**src/rtl/gray_counter_pkg.sv**
```systemverilog
// gray_counter_pkg: shared definitions for the Gray-code counter slice.
//   bin_to_gray() : binary-to-Gray conversion (b ^ (b >> 1)), used by bin2gray
//                   and for the counter's reset constant.
//   max_count()   : all-ones value for a given width (2**width - 1).
//   step_op_e     : decoded per-cycle operation of the counter core.
// Helpers operate on 32-bit values; callers cast down to their own width.
package gray_counter_pkg;

   localparam int unsigned MAX_WIDTH = 32;

   typedef enum logic [1:0] {
      OpHold,
      OpCount,
      OpLoad
   } step_op_e;

   function automatic logic [MAX_WIDTH-1:0] bin_to_gray(input logic [MAX_WIDTH-1:0] b);
      return b ^ (b >> 1);
   endfunction

   function automatic logic [MAX_WIDTH-1:0] max_count(input int unsigned width);
      return {MAX_WIDTH{1'b1}} >> (MAX_WIDTH - width);
   endfunction

endpackage

```
**src/rtl/bin2gray.sv**
```systemverilog
// bin2gray: combinational binary-to-Gray converter.
// Ports:
//   bin  - input  [WIDTH-1:0] binary value
//   gray - output [WIDTH-1:0] Gray code of bin
// WIDTH must not exceed gray_counter_pkg::MAX_WIDTH.
module bin2gray
   import gray_counter_pkg::*;
#(
   parameter int unsigned WIDTH = 4
) (
   input  logic [WIDTH-1:0] bin,
   output logic [WIDTH-1:0] gray
);

   always_comb begin
      gray = WIDTH'(bin_to_gray(MAX_WIDTH'(bin)));
   end

endmodule

```
**src/rtl/gray_counter.sv**
```systemverilog
// gray_counter: up/down binary counter with a registered Gray-coded copy.
// The Gray output comes straight from flip-flops, so during count steps it
// changes one bit per cycle and can be sampled safely from another clock domain.
// Ports:
//   clk        - input  clock, rising edge
//   srst       - input  synchronous reset, active-high (highest priority)
//   en         - input  count enable, one step per cycle
//   up         - input  direction: 1 = increment, 0 = decrement
//   load       - input  synchronous load (beats en)
//   load_value - input  [WIDTH-1:0] binary value to load
//   bin        - output [WIDTH-1:0] registered binary count
//   gray       - output [WIDTH-1:0] registered Gray code of bin
//   wrap       - output registered one-cycle wrap pulse
// Build option GRAY_COUNTER_SATURATE_EN: count steps at the limit hold the value
// and wrap becomes a saturation pulse instead of signalling a wrap-around.
module gray_counter
   import gray_counter_pkg::*;
#(
   parameter int unsigned WIDTH = 4,
   parameter int unsigned INIT  = 0
) (
   input  logic             clk,
   input  logic             srst,
   input  logic             en,
   input  logic             up,
   input  logic             load,
   input  logic [WIDTH-1:0] load_value,
   output logic [WIDTH-1:0] bin,
   output logic [WIDTH-1:0] gray,
   output logic             wrap
);

   localparam logic [WIDTH-1:0] MAX_COUNT = WIDTH'(max_count(WIDTH));
   localparam logic [WIDTH-1:0] INIT_BIN  = WIDTH'(INIT);
   localparam logic [WIDTH-1:0] INIT_GRAY = WIDTH'(bin_to_gray(MAX_WIDTH'(INIT_BIN)));

   logic [WIDTH-1:0] bin_q, bin_d;
   logic [WIDTH-1:0] gray_q, gray_d;
   logic             wrap_q, wrap_d;
   logic             at_limit;
   step_op_e         op;

   always_comb begin
      op = OpHold;
      if (load) begin
         op = OpLoad;
      end else if (en) begin
         op = OpCount;
      end
   end

   // The limit is the value from which the next step in the current direction
   // would cross the modulo boundary.
   always_comb begin
      at_limit = up ? (bin_q == MAX_COUNT) : (bin_q == '0);
   end

   always_comb begin
      bin_d  = bin_q;
      wrap_d = 1'b0;
      unique case (op)
         OpLoad: begin
            bin_d = load_value;
         end
         OpCount: begin
`ifdef GRAY_COUNTER_SATURATE_EN
            if (!at_limit) begin
               bin_d = up ? bin_q + WIDTH'(1) : bin_q - WIDTH'(1);
            end
`else
            bin_d = up ? bin_q + WIDTH'(1) : bin_q - WIDTH'(1);
`endif
            wrap_d = at_limit;
         end
         default: begin
            bin_d = bin_q;
         end
      endcase
   end

   // Gray is derived from the next binary value so both registers update together.
   bin2gray #(
      .WIDTH (WIDTH)
   ) u_bin2gray (
      .bin  (bin_d),
      .gray (gray_d)
   );

   always_ff @(posedge clk) begin
      if (srst) begin
         bin_q  <= INIT_BIN;
         gray_q <= INIT_GRAY;
         wrap_q <= 1'b0;
      end else begin
         bin_q  <= bin_d;
         gray_q <= gray_d;
         wrap_q <= wrap_d;
      end
   end

   assign bin  = bin_q;
   assign gray = gray_q;
   assign wrap = wrap_q;

endmodule

```
**config.mk**
```make
export PLATFORM = sky130hd
export DESIGN_NAME = gray_counter
export DESIGN_NICKNAME = d
export VERILOG_FILES = /design/src/rtl/gray_counter_pkg.sv /design/src/rtl/bin2gray.sv /design/src/rtl/gray_counter.sv
export SDC_FILE = /design/constraint.sdc
export NUM_CORES = 1
export LEC_CHECK = 0
export BUFFER_PORTS_ARGS = -buffer_cell sky130_fd_sc_hd__buf_4
export CAP_MARGIN = 15
export CORE_AREA = 2 2 39 41
export CTS_BUF_LIST = sky130_fd_sc_hd__clkbuf_4 sky130_fd_sc_hd__clkbuf_8
export DETAILED_ROUTE_END_ITERATION = 10
export DIE_AREA = 0 0 41 43
export PLACE_DENSITY_LB_ADDON = 0.05
export SETUP_SLACK_MARGIN = 0.02
export SLEW_MARGIN = 15
export SYNTH_ARGS = -nofsm -noshare
export SYNTH_HDL_FRONTEND = slang
export SYNTH_SLANG_ARGS = --single-unit
export TNS_END_PERCENT = 100
```
**constraint.sdc**
```tcl
create_clock -name clk -period 4.7 [get_ports clk]
set_clock_uncertainty 0.05 [all_clocks]
set_input_delay 0.94 -clock clk [delete_from_list [all_inputs] [get_ports clk]]
set_output_delay 0.94 -clock clk [all_outputs]
set_load 0.05 [all_outputs]
```
; Yosys cells after proc, flatten, opt, wreduce, memory -nomap -nowiden
; Index checks and enable logic that the tools add are counted.
[word_totals]
output_inout_bits = 9
reg_bits = 9
[classes]
reduce_logical = 2
n_mux = 5
n_bitwise = 2
n_eq_ne = 3
addsub = 2
[ops]
columns = cell, n
row1 = 4-bit case mux with 2 select lines, 1
row2 = "4-bit by 1-bit adder with 4-bit output, second input constant", 1
row3 = "4-bit == test, second input constant", 1
row4 = 4-bit zero test, 1
row5 = 4-bit two-way mux, 1
row6 = "4-bit by 1-bit subtractor with 4-bit output, second input constant", 1
row7 = 4-bit by 3-bit bitwise XOR with 4-bit output, 1
row8 = "2-bit by 1-bit == test with 1-bit output, second input constant", 1
row9 = "2-bit == test, second input constant", 1
row10 = 1-bit two-way mux, 2
row11 = 2-bit two-way mux, 1
row12 = 2-bit OR reduction, 1
row13 = 1-bit inverter, 1

; Longest topological paths before layout
; Gate-level depths: netlist (run 1).
[depth]
depth_word = 5
depth_mapped = 6
depth_no_buf = 6

; Modules after synthesis
; A second synthesis (run 1) with hierarchy kept.
[hier_totals]
hier_cells = 51
hier_area_um2 = 488.0
[by_module_without_submodules]
columns = module, area_each_um2, cells_per_inst, seq_area_each_um2, instances
row1 = gray_counter, 454.2, 47, 180.2, 1
row2 = bin2gray, 33.8, 4, 0.0, 1

; Worst setup path before layout (run 1)
; No wires, ideal clock.
[synth_timing]
kind = input port to flip-flop
start = input up
end = register gray_q[2] (netlist: gray[2])
setup_slack_ns = 2.498
required_ns = 4.578
setup_ns = 0.072
arrival_time_ns = 2.080
path_buffers = 0
path_stages = 5
cell_sequence = fa_1 xnor2_1 a211o_1 a21o_1 mux2i_1
[synth_via]
elab_chain_len = 3
[synth_lines]
columns = item, line_no
row1 = "start, declared", gray_counter.sv:25  ; input logic up,
row2 = 4-bit two-way mux, gray_counter.sv:71  ; bin_d = up ? bin_q + WIDTH'(1) : bin_q - WIDTH'(1);
row3 = 4-bit case mux with 2 select lines, gray_counter.sv:61  ; unique case (op)
row4 = 4-bit by 3-bit bitwise XOR with 4-bit output, gray_counter_pkg.sv:18  ; return b ^ (b >> 1);
row5 = "end signal, assigned", gray_counter.sv:96  ; gray_q <= gray_d;
row6 = "end, declared", gray_counter.sv:38  ; logic [WIDTH-1:0] gray_q, gray_d;
; Every way passes these cells.
; A chain may end at the register's enable or synchronous reset.

; Worst setup path after layout (run 1)
; Same ends and word-level chain as after synthesis.

==> results of run 1 <==
## registers in the layout, summed over array words and instances (netlist names)
register  flops
bin           4
wrap          1
gray          3
## metrics by stage
step                hold slack, ps  cells  worst slack (ps)
floorplan                    735.9     53              2498
global placement             626.7     83              2294
detailed placement           609.4     83              2295
CTS                          616.2     86              2548
global route                 640.9     86              2518
finish                       611.4     86              2553
## logic make-up (layout without fill, tap and decap cells)
kind of cell | Yosys count | after routing | share of synthesized area [%]
AO/OA/AOI/OAI | 9 | 9 | 15.90
flip-flops | 8 | 8 | 32.82
multiplexers | 2 | 2 | 4.103
XOR/XNOR | 4 | 4 | 7.181
buffers and inverters | 7 | 24 | 6.921
adder cells (fa/ha/maj) | 3 | 3 | 9.230
AND/OR/NAND/NOR | 20 | 20 | 23.85
## layout make-up
class / count / area [sq um] / area share (%)
Inverter: 4 / 15.01 / 2.348
Sequential cell: 8 / 160.2 / 25.05
Timing Repair Buffer: 17 / 127.6 / 19.96
Multi-Input combinational cell: 38 / 294.0 / 45.99
Tap cell: 16 / 20.02 / 3.131
Clock buffer: 3 / 22.52 / 3.523
## synth_stat cells
master	number	area share, %
dfxtp_1	8	33
nor2_1	6	4.6
inv_1	4	3.1
nand2b_1	3	3.8
nor2b_1	3	3.8
xnor2_1	3	5.4
a21o_1	2	3.1
a21oi_1	2	2.1
buf_4	2	3.1
ha_1	2	5.1
mux2i_1	2	4.1
nand3_1	2	2.1
a211o_1	1	1.8
a211oi_1	1	1.5
a22o_1	1	1.8
a31oi_1	1	1.3
and3_1	1	1.3
and4b_1	1	2.1
buf_1	1	0.77
fa_1	1	4.1
nand3b_1	1	1.5
nor3_1	1	1.0
nor3_2	1	2.1
o31ai_4	1	4.4
or4_1	1	1.5
xor2_1	1	1.8
## power by group
part           switching, mW  internal, mW  total, mW
registers            0.00537        0.0748     0.0801
logic                 0.0486        0.0304     0.0790
clock network         0.0213        0.0291     0.0504
total                 0.0753         0.134      0.210
## how the worst max path moves through the flow
stage	cells after the start	start	endpoint	slack (ps)
3_5_place_dp	6	up	gray[2]$_SDFF_PP0_	2290
6_report	6	up	gray[2]$_SDFF_PP0_	2550
5_1_grt	6	up	gray[2]$_SDFF_PP0_	2520
2_1_floorplan	5	up	gray[2]$_SDFF_PP0_	2500
3_3_place_gp	6	up	gray[2]$_SDFF_PP0_	2290
4_1_cts	6	up	gray[2]$_SDFF_PP0_	2550
## per-layer routing
metal  vias to the layer above  part of all wire [%]  GRT usage [%]
met1                       191                    47          16.99
met4                         0                   2.8          10.00
li1                        218                     -              -
met5                         -                     0              0
met2                         8                    47          20.63
met3                         4                   2.9          3.141
## worst min-delay path, delay by kind of cell (launching register included)
kind | cells | cell delay [ps]
flip-flops | 1 | 350
AND/OR/NAND/NOR | 1 | 70
AO/OA/AOI/OAI | 1 | 200
## placed cells by master, fill, tap and decap left out, drive strengths merged, types with 2 or more instances in the layout
cell type  count
inv            4
ha             2
xnor2          3
mux2i          2
clkbuf         3
nand2b         3
dfxtp          8
a21o           2
nor2b          3
nand3          2
nor2           6
buf           17
a21oi          2
nor3           2
==> metrics, run 1 <==
final core utilization=46.20%; Hold Path Depth=2; Chip Width=41 microns; final-layout fill cell count=157; gr ovfl total=0; TritonCTS clock tree=done; Mapped Area=488.0 sq um; final hold vios=0; DRC Markers=0; f_max=465.7 MHz; Placed Area=616.8 sq um; H-tree depth=1; routed vias=421; Pleak=0.3056 nW; post-synthesis sequential area ratio=32.82%; setup_tns=0 ps; die area=1763 sq um; Syn. warnings=0; worst-case reg-to-reg path depth=6; Final Wtd Congestion=0.6806; CP bufs+invs=1; placement row count=14; Crit path arrival time=2280 ps; Final ANT Viol Nets=0; path type of the worst setup path=in -> reg; Worst setup EP type=flip-flop; library cells used by synthesis=26; Synth Instances=53; worst hold endpoint=wrap$_SDFF_PP0_; ANT cells=0; CP max-delay cell=fa_1; Clock Latency Late Sink=250 ps; Routed wire per std cell=11.22 microns; clock sink count=8; WP data required=4830 ps; largest net degree at the start of global routing=9; final HPWL from detailed placement=779.2 microns; CTS Buf Count=3; crit path cell chain=buf_4 > fa_1 > xnor2_1 > a211o_1 > a21o_1 > mux2i_1; first-pass GRT wire length=1614 microns; core area=1384 sq um; worst r2r src=bin[0]$_SDFF_PP0_; # IOs=18; unrepaired setup endpoints after global routing=false; post-cts resize count=0; share of layout cells above drive strength 1=31.43%; post-CTS setup buffer count=0; CTS root buffer=clkbuf_4; Area Growth Syn to Fin=31.03%; I/O Buffers=17; Least-Margin Pin Slew=289.1 ps; Routed WL=965 microns; vias in the first global route=405; R2R Path End=gray[2]$_SDFF_PP0_; min Tclk post-route=2147 ps; GR Util All Layers=14.03%; max incr delay on CP=420 ps; CTS max path bufs=2; VDD IR-drop max=0.0001945 V; die height=43 microns; period utilization=45.68%; final net count=84; status=finished clean; max-cap viol count=0; routed vias/inst=4.895; final setup fails=0; Iteration-0 DRC Markers=7; total power=0.2095 mW; Pwr Density=327.7 nW/um^2; crit-path max FO=5; FF-to-FF setup slack=2880 ps; CTS Hold Bufs=0; fin. max-slew vios=0; clock-pin slew on the worst setup and hold paths=50 ps; Hold Path Class=reg -> reg; max-slew headroom at the worst pin=80.73%; Mapped Nets=65; Initial Util=35.26%; Worst path top cell family by delay=compound AO/OA/AOI/OAI gates; Worst Setup Start Kind=input pin; Min-Delay Startpoint=bin[1]$_SDFF_PP0_; number of synthesized register bits=8; Avg Inst Size Synth=9.207 sq um; initial antenna violation count=0; Pre-antenna DRT Iters=4; cell area after layout=639.4 sq um
Power figures use the tool's default switching activity.
==> inputs of run 2 (changes only) <==
--- a/config.mk
+++ b/config.mk
@@ -5,6 +5,7 @@
 export SDC_FILE = /design/constraint.sdc
 export NUM_CORES = 1
 export LEC_CHECK = 0
+export ABC_AREA = 1
 export BUFFER_PORTS_ARGS = -buffer_cell sky130_fd_sc_hd__buf_4
 export CAP_MARGIN = 15
 export CORE_AREA = 2 2 39 41
==> constraint.sdc (replaced) <==
create_clock -name clk -period 1.85 [get_ports clk]
set_clock_uncertainty 0.05 [all_clocks]
set_input_delay 0.37 -clock clk [delete_from_list [all_inputs] [get_ports clk]]
set_output_delay 0.37 -clock clk [all_outputs]
set_load 0.05 [all_outputs]
==> metrics, run 2 <==
gr ovfl total=0; ANT cells=0; crit-path max FO=7; Routed wire per std cell=9.588 microns; Least-Margin Pin Slew=281.3 ps; WP data required=1970 ps; CP max-delay cell=dfxtp_2; Async SR Flop Fraction=0%; Area Growth Syn to Fin=35.20%; Final Wtd Congestion=0.7015; Syn. warnings=0; die height=43 microns; FF-to-FF setup slack=260 ps; I/O Buffers=17; vias in the first global route=411; TritonCTS clock tree=done; Post-synth top cells=19 x nand2_1, 11 x inv_1, 8 x dfxtp_1; worst-case reg-to-reg path depth=8; max incr delay on CP=390 ps; Avg Inst Size Synth=7.003 sq um; Synth Instances=67; area share of fa/ha/maj cells after synthesis=9.600%; ys flop type=dfxtp_1; GR Util All Layers=13.95%; # IOs=18; final core utilization=45.84%; H-tree depth=1; routed vias/inst=4.382; Crit path arrival time=1700 ps; crit path cell chain=inv_1 > fa_1 > inv_1 > or2_1 > nand3_1 > nand2_2 > nand2_1 > a22oi_1; period utilization=85.73%; Worst path depth=8; Met2 Wirelength=452 microns; number of synthesized register bits=8; CP bufs+invs=2; CTS Buf Count=3; path type of the worst setup path=reg -> reg; Mapped Area=469.2 sq um; Worst path top cell family by delay=flip-flops; Multi-input gate area=260.3 sq um; Synth Area in XOR/XNOR=0%; final net count=100; placed cell count=99; status=finished clean; metal3 WL=44 microns; Chip Width=41 microns; top-count cell post-synth=nand2_1; placement row count=14; Synth top area share=34.13%; Worst setup EP type=flip-flop; share of layout cells above drive strength 1=30.23%; Most Frequent Cell on Critical Path=inv_1; Pre-antenna DRT Iters=4; most frequent cells in the layout=19 x nand2_1, 17 x buf_4, 11 x inv_1; unrepaired setup endpoints after global routing=false; CTS max path bufs=2; Routed WL=978 microns; Worst Setup Start Kind=flip-flop; Critical Path Sink=gray[1]$_SDFF_PP0_; mux share of post-synthesis cell area=0%; Mapped Nets=79; post-cts resize count=0; CTS Hold Bufs=0; initial antenna violation count=0; Synth Area in Simple Gates=32.80%; Hold Path Class=in -> reg; min Tclk post-route=1586 ps; CTS root buffer=clkbuf_4; Initial Util=33.91%; top sig layer=met4; largest net degree at the start of global routing=8; max-slew headroom at the worst pin=81.18%; synth top area cells=dfxtp_1 34%, nand2_1 15%, inv_1 8.8%; M1 WL=471 microns; Post-synth EDFFs=0; fin. max-slew vios=0; worst r2r src=bin[0]$_SDFF_PP0_; total power=0.5133 mW; final hold vios=0; max reg flops=4; final-layout fill cell count=157; routed vias=447; die area=1763 sq um; clock-pin slew on the worst setup and hold paths=50 ps; non-filler cells, final=102; Reg area=162.7 sq um; VDD IR-drop max=0.0004108 V; Pwr Density=809.2 nW/um^2; setup_tns=0 ps; max-cap viol count=0; CP startpoint=bin[0]$_SDFF_PP0_; Pleak=0.3407 nW; commonest non-fill, non-tap cell in the layout=nand2_1; first-pass GRT wire length=1628 microns; post-CTS setup buffer count=0; post-synthesis sequential area ratio=34.13%; library cells used by synthesis=19; f_max=630.5 MHz; final HPWL from detailed placement=839 microns; clock sink count=8; Min-Delay Startpoint=srst; Iteration-0 DRC Markers=5; DRC Markers=0; dominant cell type by area after synthesis=dfxtp_1; Clock Latency Late Sink=250 ps; final setup fails=0; core area=1384 sq um; Compound-Gate Fraction of Synth Area=13.07%; hold slack=249.8 ps; Final ANT Viol Nets=0; largest family of logic cells by synthesized area=simple AND/OR/NAND/NOR gates; R2R Path End=gray[1]$_SDFF_PP0_
run 2: cell types whose count changed in the layout (fill, tap and decap cells not counted), sizes merged, moves of 3 or more:
| cell | before | now |
|---|---|---|
| inv | 4 | 11 |
| nand2b | 3 | 0 |
| nor2b | 3 | 0 |
| or2 | 0 | 3 |
| a22oi | 0 | 4 |
| nand2 | 0 | 21 |
| xnor2 | 3 | 0 |
run 2: where the power goes:
part	switching (mW)	internal, mW	total (mW)
combinational	0.121	0.0635	0.185
clock	0.0531	0.0738	0.127
sequential	0.0118	0.190	0.202
run 2: how the worst min path moves through the flow:
stage / end / slack [ps] / cells past startpoint
4_1_cts: bin[2]$_SDFF_PP0_ / 240 / 2
6_report: bin[2]$_SDFF_PP0_ / 250 / 2
2_1_floorplan: bin[2]$_SDFF_PP0_ / 390 / 1
3_5_place_dp: bin[3]$_SDFF_PP0_ / 510 / 2
5_1_grt: bin[2]$_SDFF_PP0_ / 250 / 2
3_3_place_gp: bin[2]$_SDFF_PP0_ / 510 / 2
run 2: kinds of logic after synthesis:
| family | count (synthesis) |
|---|---|
| AOI/OAI and AO/OA | 9 |
| DFF | 8 |
| and+or+nand+nor | 35 |
| buffers and inverters | 12 |
| adders and majority gates | 3 |
run 2: area by class of cell:
type / instances / area share (%)
multi-input cells: 47 / 41.03
well taps: 16 / 3.156
inverters: 11 / 6.509
clock buffers: 3 / 3.550
repair buffers: 17 / 20.12
flip-flops and latches: 8 / 25.64
run 2: layer usage:
layer | track usage, % | up-vias
met3 | 1.571 | 2
met1 | 16.78 | 185
met4 | 12.00 | 0
met2 | 20.63 | 8
met5 | 0 | -
li1 | - | 252
run 2: worst reg2reg max path: cells and delay by family (launching register included):
| family | cells | cell delay (ps) |
|---|---|---|
| flops | 1 | 390 |
| simple gates | 4 | 380 |
| fa+ha+maj | 1 | 380 |
| buf+inv | 2 | 160 |
| compound gates | 1 | 140 |
run 2: per-stage QoR:
step           worst slack (ps)  area, sq um
2_1_floorplan             79.52        471.7
6_report                  264.1        634.4
3_3_place_gp              131.7        611.8
4_1_cts                   248.2        634.4
3_5_place_dp              131.9        611.8
5_1_grt                   143.1        634.4
==> inputs of run 3 (changes only) <==
--- a/config.mk
+++ b/config.mk
@@ -6,12 +6,12 @@
 export NUM_CORES = 1
 export LEC_CHECK = 0
 export ABC_AREA = 1
-export BUFFER_PORTS_ARGS = -buffer_cell sky130_fd_sc_hd__buf_4
 export CAP_MARGIN = 15
 export CORE_AREA = 2 2 39 41
 export CTS_BUF_LIST = sky130_fd_sc_hd__clkbuf_4 sky130_fd_sc_hd__clkbuf_8
 export DETAILED_ROUTE_END_ITERATION = 10
 export DIE_AREA = 0 0 41 43
+export DONT_BUFFER_PORTS = 1
 export PLACE_DENSITY_LB_ADDON = 0.05
 export SETUP_SLACK_MARGIN = 0.02
 export SLEW_MARGIN = 15
==> constraint.sdc (replaced) <==
create_clock -name clk -period 1.85 [get_ports clk]
set_clock_uncertainty 0.05 [all_clocks]
set_input_delay 0.2775 -clock clk [delete_from_list [all_inputs] [get_ports clk]]
set_output_delay 0.2775 -clock clk [all_outputs]
set_load 0.05 [all_outputs]
==> metrics, run 3 (synthesis gave the netlist of run 2 again) <==
TritonCTS clock tree=done; Chip Width=41 microns; Placed Area=514.2 sq um; Seq pwr share=47.4%; ANT cells=0; setup_tns=0 ps; Crit path arrival time=1640 ps; unrepaired setup endpoints after global routing=false; fin. max-slew vios=0; CTS Hold Bufs=0; Routed wire per std cell=11.25 microns; Least-Margin Pin Slew=482.5 ps; Hold Path Depth=1; most frequent cells in the layout=19 x nand2_1, 11 x inv_1, 6 x dfxtp_1; met2 Usage GRT=20.63%; Clock Latency Late Sink=250 ps; GR Util All Layers=14.33%; CTS Buf Count=3; first-pass GRT wire length=1621 microns; routed vias=411; Pwr Density=910.3 nW/um^2; final setup fails=0; Iteration-0 DRC Markers=6; clock sink count=8; Area Growth Syn to Fin=14.40%; Pre-antenna DRT Iters=4; M3 GR Usage=5.759%; placed cell count=86; VDD IR-drop max=0.0004271 V; I/O Buffers=0; share of layout cells above drive strength 1=17.81%; GR Util met1=16.34%; min Tclk post-route=1512 ps; placement row count=14; final HPWL from detailed placement=855.5 microns; largest net degree at the start of global routing=7; Sw Ratio=37.82%; H-tree depth=1; FF-to-FF setup slack=340 ps; post-cts resize count=0; # IOs=18; Sw Pwr=0.1848 mW; CTS root buffer=clkbuf_4; Int Pwr=0.3038 mW; CTS max path bufs=2; Comb pwr share=25.2%; Final ANT Viol Nets=0; die area=1763 sq um; Worst setup EP type=flip-flop; routed vias/inst=4.618; crit-path max FO=3; Routed WL=1001 microns; clock share of power=27.4%; Initial Util=33.91%; Pleak=0.2765 nW; total power=0.4886 mW; path type of the worst setup path=reg -> reg; non-filler cells, final=89; clock-pin slew on the worst setup and hold paths=60 ps; Final Wtd Congestion=0.6769; hold slack=32.40 ps; fin worst setup slack=338.2 ps; DRC Markers=0; final hold vios=0; WP data required=1970 ps; commonest non-fill, non-tap cell in the layout=nand2_1; Worst Setup Start Kind=flip-flop; max-slew headroom at the worst pin=67.79%; DP Worst Slack=323.3 ps; gr ovfl total=0; Hold Path Class=in -> reg; core area=1384 sq um; period utilization=81.72%; die height=43 microns; max-cap viol count=0; worst-case reg-to-reg path depth=7; vias in the first global route=388; status=finished clean; max reg flops=4; final net count=87; initial antenna violation count=0; final core utilization=38.79%; post-CTS setup buffer count=0; grt peak-use layer=met2; f_max=661.5 MHz; cell area after layout=536.8 sq um
[run 3: changes by cell type in the layout (fill, tap and decap cells not counted), sizes merged]
cell	before	now
buf	17	4
[run 3: final timing paths]
check / from / to
worst max-delay path: bin[1]$_SDFF_PP0_ / gray[1]$_SDFF_PP0_
worst min-delay path: srst / bin[2]$_SDFF_PP0_
worst max register to register: bin[1]$_SDFF_PP0_ / gray[1]$_SDFF_PP0_
worst min register to register: bin[3]$_SDFF_PP0_ / bin[3]$_SDFF_PP0_
[run 3: power groups by stage]
stage	Combinational, mW	Sequential (mW)	Clock (mW)
floorplan	0.0736	0.261	0
global placement	0.125	0.236	0
detailed placement	0.125	0.235	0
CTS	0.125	0.232	0.136
global route	0.140	0.233	0.145
finish	0.123	0.231	0.134
[run 3: layout make-up]
type	instances	area [sq um]
fillers	155	847.1
multi-input cells	47	260.3
flip-flops and latches	8	162.7
inverters	11	41.29
repair buffers	4	30.03
clock buffers	3	22.52
well taps	16	20.02
[run 3: metal layers]
layer	wire length, microns	vias to the layer above
li1	-	226
met1	438	170
met3	69	3
met2	473	12
met5	0	-
met4	20	0
[run 3: critical path, cell delays in order, from the launching register on]
cell and delay [ps]:
dfxtp_2 330, inv_1 110, fa_1 420, nand2_1 70, nand2_1 60, a21oi_2 180
nand2_2 90, a22oi_1 130
